### src/rtl/data_plexer_sched.sv
// Round-robin burst scheduler driving the data plexer's lane select.
// Holds a grant for up to BURST_LEN accepted beats, then rotates priority past the released lane.
module data_plexer_sched #(
  parameter int unsigned SEL       = 1,
  parameter int unsigned BURST_LEN = 4
) (
  input  logic                clk,
  input  logic                rst,
  input  logic [2**SEL-1:0]   req,
  input  logic                out_ready,
  output logic [SEL-1:0]      sel_ctrl,
  output logic [2**SEL-1:0]   grant,
  output logic                out_valid,
  output logic                last_beat
);

  localparam int unsigned Lanes = 2 ** SEL;
  localparam int unsigned CntW  = (BURST_LEN > 2) ? $clog2(BURST_LEN) : 1;
  localparam logic [CntW-1:0] CntMax = CntW'(BURST_LEN - 1);

  typedef enum logic [0:0] {StIdle, StGrant} state_e;

  state_e           state_q, state_d;
  logic [SEL-1:0]   ptr_q, ptr_d;
  logic [SEL-1:0]   sel_q, sel_d;
  logic [CntW-1:0]  cnt_q, cnt_d;
  logic [Lanes-1:0] grant_q, grant_d;
  logic [SEL-1:0]   next_ptr;
  logic [SEL:0]     pick_idle, pick_next;

  // Returns {found, lane}: first requesting lane at or after base, wrapping.
  function automatic logic [SEL:0] pick_lane(input logic [Lanes-1:0] r,
                                             input logic [SEL-1:0]   base);
    logic [SEL:0]   res;
    logic [SEL-1:0] idx;
    res = '0;
    for (int k = Lanes - 1; k >= 0; k--) begin
      idx = base + SEL'(k);
      if (r[idx]) res = {1'b1, idx};
    end
    return res;
  endfunction

  assign next_ptr  = sel_q + 1'b1;
  assign pick_idle = pick_lane(req, ptr_q);
  assign pick_next = pick_lane(req, next_ptr);

  always_comb begin
    state_d = state_q;
    ptr_d   = ptr_q;
    sel_d   = sel_q;
    cnt_d   = cnt_q;
    grant_d = grant_q;
    unique case (state_q)
      StIdle: begin
        if (pick_idle[SEL]) begin
          state_d = StGrant;
          sel_d   = pick_idle[SEL-1:0];
          grant_d = Lanes'(1) << pick_idle[SEL-1:0];
          cnt_d   = '0;
        end
      end
      StGrant: begin
        if (out_ready) begin
          if (cnt_q != CntMax && req[sel_q]) begin
            cnt_d = cnt_q + 1'b1;
          end else begin
            // Grant ends: released lane drops to lowest priority.
            ptr_d = next_ptr;
            cnt_d = '0;
            if (pick_next[SEL]) begin
              sel_d   = pick_next[SEL-1:0];
              grant_d = Lanes'(1) << pick_next[SEL-1:0];
            end else begin
              state_d = StIdle;
              grant_d = '0;
            end
          end
        end
      end
      default: state_d = StIdle;
    endcase
  end

  always_ff @(posedge clk) begin
    if (rst) begin
      state_q <= StIdle;
      ptr_q   <= '0;
      sel_q   <= '0;
      cnt_q   <= '0;
      grant_q <= '0;
    end else begin
      state_q <= state_d;
      ptr_q   <= ptr_d;
      sel_q   <= sel_d;
      cnt_q   <= cnt_d;
      grant_q <= grant_d;
    end
  end

  assign sel_ctrl  = sel_q;
  assign grant     = grant_q;
  assign out_valid = (state_q == StGrant);
  assign last_beat = out_valid && (cnt_q == CntMax);

endmodule

### config.mk
export PLATFORM = sky130hd
export DESIGN_NAME = data_plexer_sched
export DESIGN_NICKNAME = d
export VERILOG_FILES = /design/src/rtl/data_plexer_sched.sv
export SDC_FILE = /design/constraint.sdc
export NUM_CORES = 1
export LEC_CHECK = 0
export ABC_CLOCK_PERIOD_IN_PS = 1660
export CAP_MARGIN = 5
export CORE_AREA = 2 2 39 41
export CTS_BUF_LIST = sky130_fd_sc_hd__clkbuf_4 sky130_fd_sc_hd__clkbuf_8 sky130_fd_sc_hd__clkbuf_16
export DETAILED_ROUTE_END_ITERATION = 7
export DIE_AREA = 0 0 41 43
export HOLD_SLACK_MARGIN = 0.08
export PLACE_DENSITY = 0.62
export SLEW_MARGIN = 15
export SYNTH_ARGS = -nofsm -noshare
export SYNTH_HDL_FRONTEND = slang
export SYNTH_SLANG_ARGS = --single-unit
### constraint.sdc
create_clock -name clk -period 1.66 [get_ports clk]
set_clock_uncertainty 0.2 [all_clocks]
set_input_delay 0.332 -clock clk [delete_from_list [all_inputs] [get_ports clk]]
set_output_delay 0.332 -clock clk [all_outputs]
set_load 0.005 [all_outputs]
Word-level counts from Yosys, hierarchy flattened:

Index checks and enable logic that the tools add are counted.

* register bits after elaboration: 7
* input port bits: 5
* word-level logic and storage cells: 63

* $add $sub $neg: 4
* $lt $le $gt $ge: 5
* equality and inequality tests: 6
* shift-type cells: 2
* muxes and demuxes: 33
* bitwise operators: 2
* reduce and logical (&&, ||, !) cells: 6

Operators with widths (number)
* $mux W2: 11
* $mux W1: 18
* $lt A1 B2 Y1 const B: 5
* $ne A2 B2 Y1 const B: 4
* $pmux W2 S2: 2
* $reduce_and A3 Y1: 2
* $pmux W1 S2: 2
* $reduce_and A4 Y1: 1
* $shl A1 B1 Y2 const A: 2
* $add A1 B1 Y1 const B: 3
* $add A2 B1 Y2 const B: 1
* $eq A2 B2 Y1 const B: 1
* $logic_and A1 B1 Y1: 2
* $ne A2 B1 Y1 const B: 1
* $not A1 Y1: 2
* $reduce_and A2 Y1: 1

Logic depth before layout (Yosys ltp):

* depth in word-level cells: 11
* gate-level depth with buffers: 5
* gate-level depth less buffers: 5

Least setup slack after synthesis:

Ideal clock, no wire load.

* path kind: flip-flop to flip-flop
* from: register cnt_q[0]
* to: register sel_q (netlist: sel_ctrl)
* data arrival time: 1.336 ns
* path slack: 0.008 ns
* cell stages (with the launch flop): 6
* path buffers: 0
* period minus slack after synthesis: 1.652 ns
* path through: dfxtp_1 -> ha_1 -> inv_2 -> maj3_2 -> or3_1 -> o211a_1

* longest elaborated chain between the ends: 4

Ends and longest elaborated chain
* start, declared: line 26 `logic [CntW-1:0] cnt_q, cnt_d;`
* start signal, assigned: line 96 `cnt_q <= cnt_d;`
* $ne A2 B2 Y1: line 65 `if (cnt_q != CntMax && req[sel_q]) begin`
* $logic_and A1 B1 Y1: line 65
* $ne A2 B2 Y1 (no line)
* $reduce_and A4 Y1 (no line)
* end signal, assigned: line 95 `sel_q <= sel_d;`
* end, declared: line 25 `logic [SEL-1:0] sel_q, sel_d;`

Every way passes these cells.
A chain may end at the register's enable or synchronous reset.

Final worst setup path:

* from: register cnt_q[1]
* to: register sel_q (netlist: sel_ctrl)

Same word-level chain as after synthesis.

==> impl_metrics.ini <==
[timing]
fmax_ghz = 0.607
fin_crit_ns = 1.65
tightest_slew_ns = 0.297
min_period_over_period = 0.992
maxSlewHeadroom = 0.801
setup_viol = 0
rsz0062_at_grt = true
hold_violations = 0
drv_slew = 0
whs_ns = 0.275

[yosys]
yosysUniqueCellTypes = 20
async_reset_ff_frac = 0
syn_area_um2 = 357
ys_seq_area_frac = 0.393
synth_cells = 45
synth_top_area_share = 0.393
syn_nets = 51
syn_avg_cell_area_um2 = 7.92
ys.flop_type = dfxtp_1
yosys.area.top_type = dfxtp_1
synth_common_cells = a21oi_1 (7), dfxtp_1 (7), nor2_1 (5)
synth-seq-cells = 7
yosysWarnings = 0
synth_edf_count = 0
synth_area_leaders = dfxtp_1 (39%), a21oi_1 (9.8%), o21ai_0 (5.6%), nor2_1 (5.3%), a31oi_1 (3.5%)

[final_layout]
stdcell_count = 89
regArea_um2 = 148
drive_gt1_frac = 0.425
syn2layout_area_growth_pct = 82.1
final_nets = 80
multi_input_area_um2 = 228
n_antenna_cell = 0
fillCellCount = 135

[clock_network]
numClockSinks = 7
clock_path_buffers = 2
cts_hold_buf = 0
clkTransAtPathRegs_ns = 0.06
tritoncts = yes
h-tree-depth = 1
cts_root_buf = clkbuf_4
cts_buffers = 3
insertion_delay_ns = 0.27

[run_status]
status = finished, final reports clean

[routing]
drt_iter0_drc = 29
wl_mm = 1.24
viasPerCell = 5.28
vias = 470
drc = 0
wire_per_inst_um = 13.9
antenna_left = 0
first_pass_iters = 4

[min_path]
hold_depth = 2
hp-class = flip-flop to flip-flop
hp-start = cnt_q[1]$_SDFFE_PP0P_
hold_end = cnt_q[1]$_SDFFE_PP0P_

[critical_path]
critPathArrivalTime_ns = 1.61
end_kind = flip-flop
cp_max_fo = 4
worst-r2r-setup-slack_ns = 0.01
reg2reg_depth = 5
slowest_stage = dfxtp_2
crit_buf_inv = 1
path_cells = ha_4 > inv_4 > maj3_2 > or3_4 > o211a_1
worstReg2RegStart = cnt_q[1]$_SDFFE_PP0P_
start_kind = flip-flop
critical-path-max-stage-delay_ns = 0.35
rr_endpoint = sel_ctrl$_SDFFE_PP0P_
critical_path_class = flip-flop to flip-flop
crit_family = adder cells
cp.required_ns = 1.62

[die]
die_h_um = 43
rows = 14
die_area_um2 = 1760
chipWidth_um = 41
core-area_um2 = 1380
initial_utilization = 0.258
boundaryPins = 10

[place]
place.gp.congestion = 0.787
dp_hpwl_um = 796
placed_cells = 81
portBuffers = 9

[global_routing]
grt_max_degree = 7
grt_util_all_layers = 0.160
grt_pass1_wl_mm = 1.82
overflow = 0
grt_antenna_before_repair = 0
grt_pass1_vias = 406

[job]
maxCapViolations = 0

[pwr]
vdd_drop_max_v = 0.000204
power_density_nw_per_um2 = 741
p_leak_nw = 0.314
==> registers in the layout, summed over array words and instances, names as in the netlist <==
register	cells
cnt_q	2
grant	2
out_valid	1
ptr_q	1
sel_ctrl	1
==> stage by stage <==
step / setup TNS (ns) / setup WS, ns / area (um2) / utilization / total power [W]
6_report: 0 / 0.0130 / 649 / 0.469 / 0.000481
5_1_grt: -0.0502 / -0.0351 / 649 / 0.469 / 0.000502
4_1_cts: 0 / 0.0114 / 626 / 0.452 / 0.000478
3_5_place_dp: -1.41 / -0.276 / 549 / 0.397 / 0.000285
3_3_place_gp: -1.38 / -0.263 / 549 / 0.397 / 0.000285
2_1_floorplan: 0 / 0.00826 / 357 / - / 0.000224
==> report_power, final <==
part	internal (W)	switching, W
clock	0.000109	0.0000764
sequential	0.000179	0.00000661
combinational	0.0000606	0.0000493
total	0.000349	0.000132
==> worst reg2reg max path, cell delays in order, from the launching register on <==
cell and delay [ns]:
dfxtp_2 0.35, ha_4 0.16, inv_4 0.04, maj3_2 0.31, or3_4 0.34, o211a_1 0.14
==> logic make-up (layout without fill, tap and decap cells) <==
family | after synthesis | after routing | synth area share
AO/OA/AOI/OAI | 16 | 16 | 0.270
adder cells (fa/ha/maj) | 2 | 2 | 0.0667
buffers and inverters | 4 | 32 | 0.0421
flip-flops | 7 | 7 | 0.393
multiplexers | 1 | 1 | 0.0281
AND/OR/NAND/NOR | 15 | 15 | 0.200
==> cell type report <==
type / count / share of cell area
clock buffer: 4 / 0.0462
inverter: 4 / 0.0270
sequential: 7 / 0.227
tap: 16 / 0.0308
multi-input combinational: 34 / 0.351
timing repair buffer: 24 / 0.318
==> worst max-delay path by stage <==
| stage | cells past startpoint | slack [ns] | startpoint | to |
|---|---|---|---|---|
| after global routing | 5 | -0.04 | sel_ctrl$_SDFFE_PP0P_ | ptr_q$_SDFFE_PP0P_ |
| after detailed placement | 5 | -0.28 | req[1] | ptr_q$_SDFFE_PP0P_ |
| after floorplan | 5 | 0.008 | cnt_q[0]$_SDFFE_PP0P_ | sel_ctrl$_SDFFE_PP0P_ |
| final | 5 | 0.01 | cnt_q[1]$_SDFFE_PP0P_ | sel_ctrl$_SDFFE_PP0P_ |
| after global placement | 4 | -0.26 | req[1] | grant[1]$_SDFFE_PP0P_ |
| after CTS | 1 | 0.01 | sel_ctrl$_SDFFE_PP0P_ | sel_ctrl |
==> cells in the final DEF, fill, tap and decap left out, types with 2 or more instances in the layout <==
cell,n
clkbuf_4,4
o21ai_0,4
dfxtp_1,3
dlygate4sd2_1,2
buf_4,14
inv_1,3
dlymetal6s2s_1,3
a21oi_1,7
nand2_1,3
dfxtp_2,3
a31oi_1,2
nor2_1,5
clkdlybuf4s50_1,3
==> timing repair <==
action	in CTS	in global routing
setup endpoints to repair	6	9
setup buffers	2	2
cloned	0	0
resized for setup	15	6
pin swaps	1	0
==> routing by layer <==
layer	wire length [um]	global-route usage
met1	517	0.193
met4	68	0.133
met5	0	0
met2	567	0.228
met3	82	0.0314
No activity file was read; power rests on OpenSTA's default activity.
